File: config.mk
export PLATFORM = sky130hd
export DESIGN_NAME = tdm_demux
export DESIGN_NICKNAME = d
export VERILOG_FILES = /design/src/rtl/tdm_demux.sv
export SDC_FILE = /design/constraint.sdc
export NUM_CORES = 1
export LEC_CHECK = 0
export CAP_MARGIN = 20
export CORE_UTILIZATION = 61
export CTS_BUF_LIST = sky130_fd_sc_hd__clkbuf_4
export DETAILED_ROUTE_END_ITERATION = 16
export PLACE_DENSITY = 0.87
export SYNTH_ARGS = -nofsm -noshare
export SYNTH_HDL_FRONTEND = slang
export SYNTH_SLANG_ARGS = --single-unit
File: constraint.sdc
create_clock -name clk -period 5.53 [get_ports clk]
set_input_delay 1.106 -clock clk [delete_from_list [all_inputs] [get_ports clk]]
set_output_delay 1.106 -clock clk [all_outputs]
set_load 0.02 [all_outputs]
File: src/rtl/tdm_demux.sv
`default_nettype none
// ============================================================================
// Module   : tdm_demux
// Brief    : TDM link receiver. Locks to the frame-sync marker and splits each
//            serial frame into N_CH parallel W-bit channels, MSB first.
// Revision : 1.0 - initial release
// ============================================================================
module tdm_demux #(
    parameter int N_CH = 4,
    parameter int W    = 8
) (
    input  logic                clk,
    input  logic                rst_n,
    input  logic                en,
    input  logic                din,
    input  logic                sync,
    output logic [N_CH*W-1:0]   ch_data,
    output logic                frame_valid,
    output logic                sync_err,
    output logic                locked
);

    localparam int             c_F    = N_CH * W;
    localparam int             c_CW   = (c_F > 1) ? $clog2(c_F) : 1;
    localparam logic [c_CW-1:0] c_LAST = c_CW'(c_F - 1);
    localparam logic [c_CW-1:0] c_ONE  = c_CW'(1);

    localparam logic [0:0] S_HUNT = 1'b0;
    localparam logic [0:0] S_RECV = 1'b1;

    logic [0:0]       r_state;
    logic [c_CW-1:0]  r_cnt;
    logic [c_F-1:0]   r_buf;
    logic [c_F-1:0]   r_ch_data;
    logic             r_frame_valid;
    logic             r_sync_err;
    logic             r_locked;

    logic [c_F-1:0]   w_full;
    logic [c_F-1:0]   w_mapped;

    // r_buf is indexed by arrival order; the bit being sampled now completes it.
    always_comb begin
        w_full        = r_buf;
        w_full[c_F-1] = din;
    end

    // Arrival bit k*W+b is bit b (from the MSB) of channel k.
    for (genvar k = 0; k < N_CH; k++) begin : g_chan
        for (genvar b = 0; b < W; b++) begin : g_bit
            assign w_mapped[k*W + W - 1 - b] = w_full[k*W + b];
        end
    end

    always_ff @(posedge clk or negedge rst_n) begin
        if (!rst_n) begin
            r_state       <= S_HUNT;
            r_cnt         <= '0;
            r_buf         <= '0;
            r_ch_data     <= '0;
            r_frame_valid <= 1'b0;
            r_sync_err    <= 1'b0;
            r_locked      <= 1'b0;
        end else begin
            r_frame_valid <= 1'b0;
            r_sync_err    <= 1'b0;
            if (en) begin
                case (r_state)
                    S_HUNT: begin
                        if (sync) begin
                            r_buf[0] <= din;
                            r_cnt    <= c_ONE;
                            r_state  <= S_RECV;
                        end
                    end
                    S_RECV: begin
                        if ((r_cnt == '0) && !sync) begin
                            r_sync_err <= 1'b1;
                            r_locked   <= 1'b0;
                            r_state    <= S_HUNT;
                        end else if ((r_cnt != '0) && sync) begin
                            // Early marker restarts the frame on this bit.
                            r_sync_err <= 1'b1;
                            r_locked   <= 1'b0;
                            r_buf[0]   <= din;
                            r_cnt      <= c_ONE;
                        end else begin
                            r_buf[r_cnt] <= din;
                            if (r_cnt == c_LAST) begin
                                r_cnt         <= '0;
                                r_ch_data     <= w_mapped;
                                r_frame_valid <= 1'b1;
                                r_locked      <= 1'b1;
                            end else begin
                                r_cnt <= r_cnt + c_ONE;
                            end
                        end
                    end
                    default: begin
                        r_state <= S_HUNT;
                        r_cnt   <= '0;
                    end
                endcase
            end
        end
    end

    assign ch_data     = r_ch_data;
    assign frame_valid = r_frame_valid;
    assign sync_err    = r_sync_err;
    assign locked      = r_locked;

endmodule
`default_nettype wire

* Word-level counts from Yosys, hierarchy flattened *
Cells that the tools add are included.

storage, ports and cells
  register bits = 73
  word-level logic and storage cells = 55

operators by class
  $add $sub $neg = 1
  order comparisons = 2
  eq/ne operators = 3
  multiplexer cells = 27
  bitwise logic cells = 3
  reductions and logical operators = 11

operator list
  cell                                                                                  number
  32-bit bitwise mux                                                                    1
  5-bit two-way mux                                                                     4
  1-bit two-way mux                                                                     18
  5-bit case mux with 2 select lines                                                    1
  5-bit by 6-bit < comparator with 1-bit output (second input constant)                 1
  3-bit AND reduction                                                                   2
  5-bit by 1-bit adder with 5-bit output (second input constant)                        1
  1-bit demux with 5-bit select                                                         1
  5-bit == test (second input constant)                                                 1
  5-bit by 1-bit greater-or-equal comparator with 1-bit output (second input constant)  1
  5-bit logical NOT                                                                     1
  5-bit AND reduction                                                                   1
  5-bit nonzero test                                                                    1
  2-bit != test (second input constant)                                                 2
  1-bit case mux with 2 select lines                                                    2
  4-bit AND reduction                                                                   1
  1-bit logical AND                                                                     3
  1-bit inverter                                                                        3
  3-bit nonzero test                                                                    1
  1-bit logical NOT                                                                     1

* Logic depth before layout (Yosys ltp) *
  word-level depth = 8
  depth in mapped cells = 8

* Worst setup path before layout *
No wires, ideal clock.

  path type = input to register
  start = in sync
  end = reg r_buf[3]
  library setup time = 0.125 ns
  arrival = 2.270 ns
  setup slack = 3.135 ns
  stages on the path = 4
  cell sequence = ha_1 -> nand4_1 -> nor4_1 -> mux2_2

on the way
  cells in the longest elaborated chain, start to end = 4

ends and longest elaborated chain
  what                                    line  RTL
  from (decl)                             16    input logic sync,
  1-bit logical NOT                       77    if ((r_cnt == '0) && !sync) begin
  1-bit logical AND                       77
  1-bit inverter (no source line)         -
  4-bit AND reduction (no source line) *  -
  to (signal, indexed assignment)         88    r_buf[r_cnt] <= din;
  to (decl)                               33    logic [c_F-1:0] r_buf;

Every way passes the cells marked *; elsewhere a longest branch is shown, timed or not.
A chain may end at the register's enable or synchronous reset.

* Final worst setup path *
Same ends and word-level chain as after synthesis.

==> flow_summary.ini <==
[cts]
cts_setup_buffers = 0
clkLatencyLatePin_ps = 410
hold_buffers = 0
htreeDepth = 3
tritoncts = done
cts_root_buf = clkbuf_4
clock_path_buffers = 2
clock_sinks = 72
numCtsBuffers = 9
clkTransAtPathRegs_ps = 110
ctsResizeCount = 0

[cells_and_area]
nNetsFinal = 300
drive_gt1_share_pct = 27.3
final_cell_mix = dfrtp_1, mux2_2, clkdlybuf4s50_1
fill_cells = 330
antenna_cells = 0
final-seq-area_um2 = 1800
finalNonFillerCells = 360
final_common_cell = dfrtp_1
area_growth_pct = 16.5
fin_area_um2 = 3690
multiInputGateArea_um2 = 1270

[outcome]
status = completed

[critical_path]
crit_arrival_ps = 3070
worstSetupPathType = input pin to register
crit_path_end_kind = register
cp.required_ps = 5830
critPathLaunchType = input pin
cp_max_fo = 8

[floorplanning]
dieArea_um2 = 5490
start_util_pct = 65.4
die_w_um = 74.1
rows = 25
die_h_um = 74.1
core_area_um2 = 4850
top_level_ports = 40

[timing]
fin_setup_tns_ps = 0
layout_min_cycle_time_ps = 2760
rsz0062_at_grt = no
finalCritPeriodShare_pct = 50.0
fin_ws_ps = 2770
worstMarginPinSlew_ps = 1040
fmaxAchievable_ghz = 0.362
drv_slew = 0
slew_headroom_pct = 30.3
fin_skew_ps = 11.4
setup_viol = 0
final_hold_viol_count = 0

[placed_design]
pre_cts_ws_ps = 2390
gp_congestion = 0.831
numPortBuffers = 39
placed_cells = 344
placed_cell_area_um2 = 3590
dpl.hpwl_um = 3670

[synth]
seq_area_frac_synth_pct = 56.8
yosysWarnings = 0
postSynthCellCount = 249
synth-compound-area-share_pct = 3.16
synth.avg_cell_area_um2 = 12.7
synth-edff-count = 0
synth-simple-area-share_pct = 13.1
synth_top_family_by_area = multiplexers
postSynth.asyncResetShare_pct = 100
synth_adder_area_share_pct = 2.76
syn_area_um2 = 3170
synthMuxAreaShare_pct = 21.2
syn_nets = 261
ys_seq_elements = 72
synth-xor-area-share_pct = 0
ys_types = 34
synth_ff_type = dfrtp_1

[global_routing]
first_global_vias = 2008
grt_pass1_wl_um = 9360
grt_antenna_before_repair = 0
grt_usage_pct = 23.5
grt-ovfl-total = 0
grt_start_max_net_pins = 73

[drt]
firstDrtPassIters = 4
drc = 0
drtAntennaViolNets = 0
vias = 2033
wl_per_cell_um = 15.6
vias_per_cell = 5.65
dr.first_iter.drc_count = 95
finalWirelength_um = 5610

[pwr]
pwr-share-seq_pct = 57.7
p_sw_mw = 0.320
power.share.switching_pct = 29.9
p_comb_share_pct = 17.2
power_mw = 1.07
leakage_nw = 1.78
intPower_mw = 0.749
clkPwrFrac_pct = 25.1
power_density_nw_per_um2 = 289
peakVddDrop_uv = 221

[run]
cap_violations = 0

[worst_hold_path]
hold_class = register to register
## final timing paths
check	start	endpoint	slack [ps]	cells after the start
min	ch_data[20]	ch_data[20]	510	1
min reg2reg	ch_data[20]	ch_data[20]	510	1
max reg2reg	r_cnt[0]	r_buf[3]	2820	8
min in group asynchronous	rst_n	r_buf[15]	890	2
max	sync	r_buf[3]	2770	5
max in group asynchronous	rst_n	ch_data[20]	4080	2
## final cells by class
cell class,count,area share [%]
Timing Repair Buffer,41,10.8
Multi-Input combinational cell,157,34.5
Clock inverter,5,0.644
Tap cell,67,2.27
Inverter,7,0.711
Clock buffer,11,2.24
Sequential cell,72,48.8
## sequential cells by signal, indices dropped and copies added (netlist names)
register / flops
ch_data: 32
r_buf: 31
r_cnt: 5
frame_valid: 1
locked: 1
r_state: 1
sync_err: 1
## synth_stat cells (2+ instances only)
library cell / count / area (µm²)
dfrtp_1: 72 / 1800
inv_1: 7 / 26.3
nand2_1: 13 / 48.8
o221ai_1: 2 / 17.5
and4_1: 2 / 17.5
nand4_1: 5 / 31.3
clkbuf_1: 3 / 11.3
nor3_1: 2 / 10.0
and3_1: 2 / 12.5
nand3b_1: 3 / 22.5
or3b_2: 3 / 26.3
mux2i_1: 2 / 20.0
nand3_1: 8 / 40.0
ha_1: 7 / 87.6
buf_4: 2 / 15.0
o21ai_0: 8 / 40.0
nor2_1: 23 / 86.3
mux2_2: 58 / 653
buf_2: 7 / 35.0
nor3b_1: 4 / 30.0
nor2b_1: 3 / 18.8
## critical path, cell delays in order
cell and delay [ps]:
clkdlybuf4s50_1 460, ha_1 430, nand4_1 370, nor4_1 320, mux2_2 370
## metal layers
| layer | vias to the layer above | part of all wire (%) | track usage, % |
|---|---|---|---|
| met5 | - | 0 | 0 |
| met4 | 0 | 2.7 | 13.0 |
| met3 | 13 | 3.8 | 4.34 |
| met2 | 44 | 48 | 37.0 |
| met1 | 1013 | 45 | 30.9 |
| li1 | 963 | - | - |
## stage by stage
stage | hold slack, ps | util, %
floorplan | 466 | -
finish | 511 | 76.2
global placement | 483 | 74.0
detailed placement | 491 | 74.0
CTS | 516 | 76.2
global route | 529 | 76.2
## power groups by stage
stage | sequential, mW | clock [mW] | combinational, mW
after floorplan | 0.599 | 0 | 0.159
after global placement | 0.625 | 0 | 0.176
after detailed placement | 0.627 | 0 | 0.184
after CTS | 0.616 | 0.277 | 0.184
after global routing | 0.625 | 0.292 | 0.208
final | 0.616 | 0.268 | 0.184
## cell families after synthesis
logic type,after synthesis
multiplexers,60
AO/OA/AOI/OAI,15
flip-flops,72
buffers and inverters,20
AND/OR/NAND/NOR,75
adder cells (fa/ha/maj),7
Power figures use the tool's default switching activity.
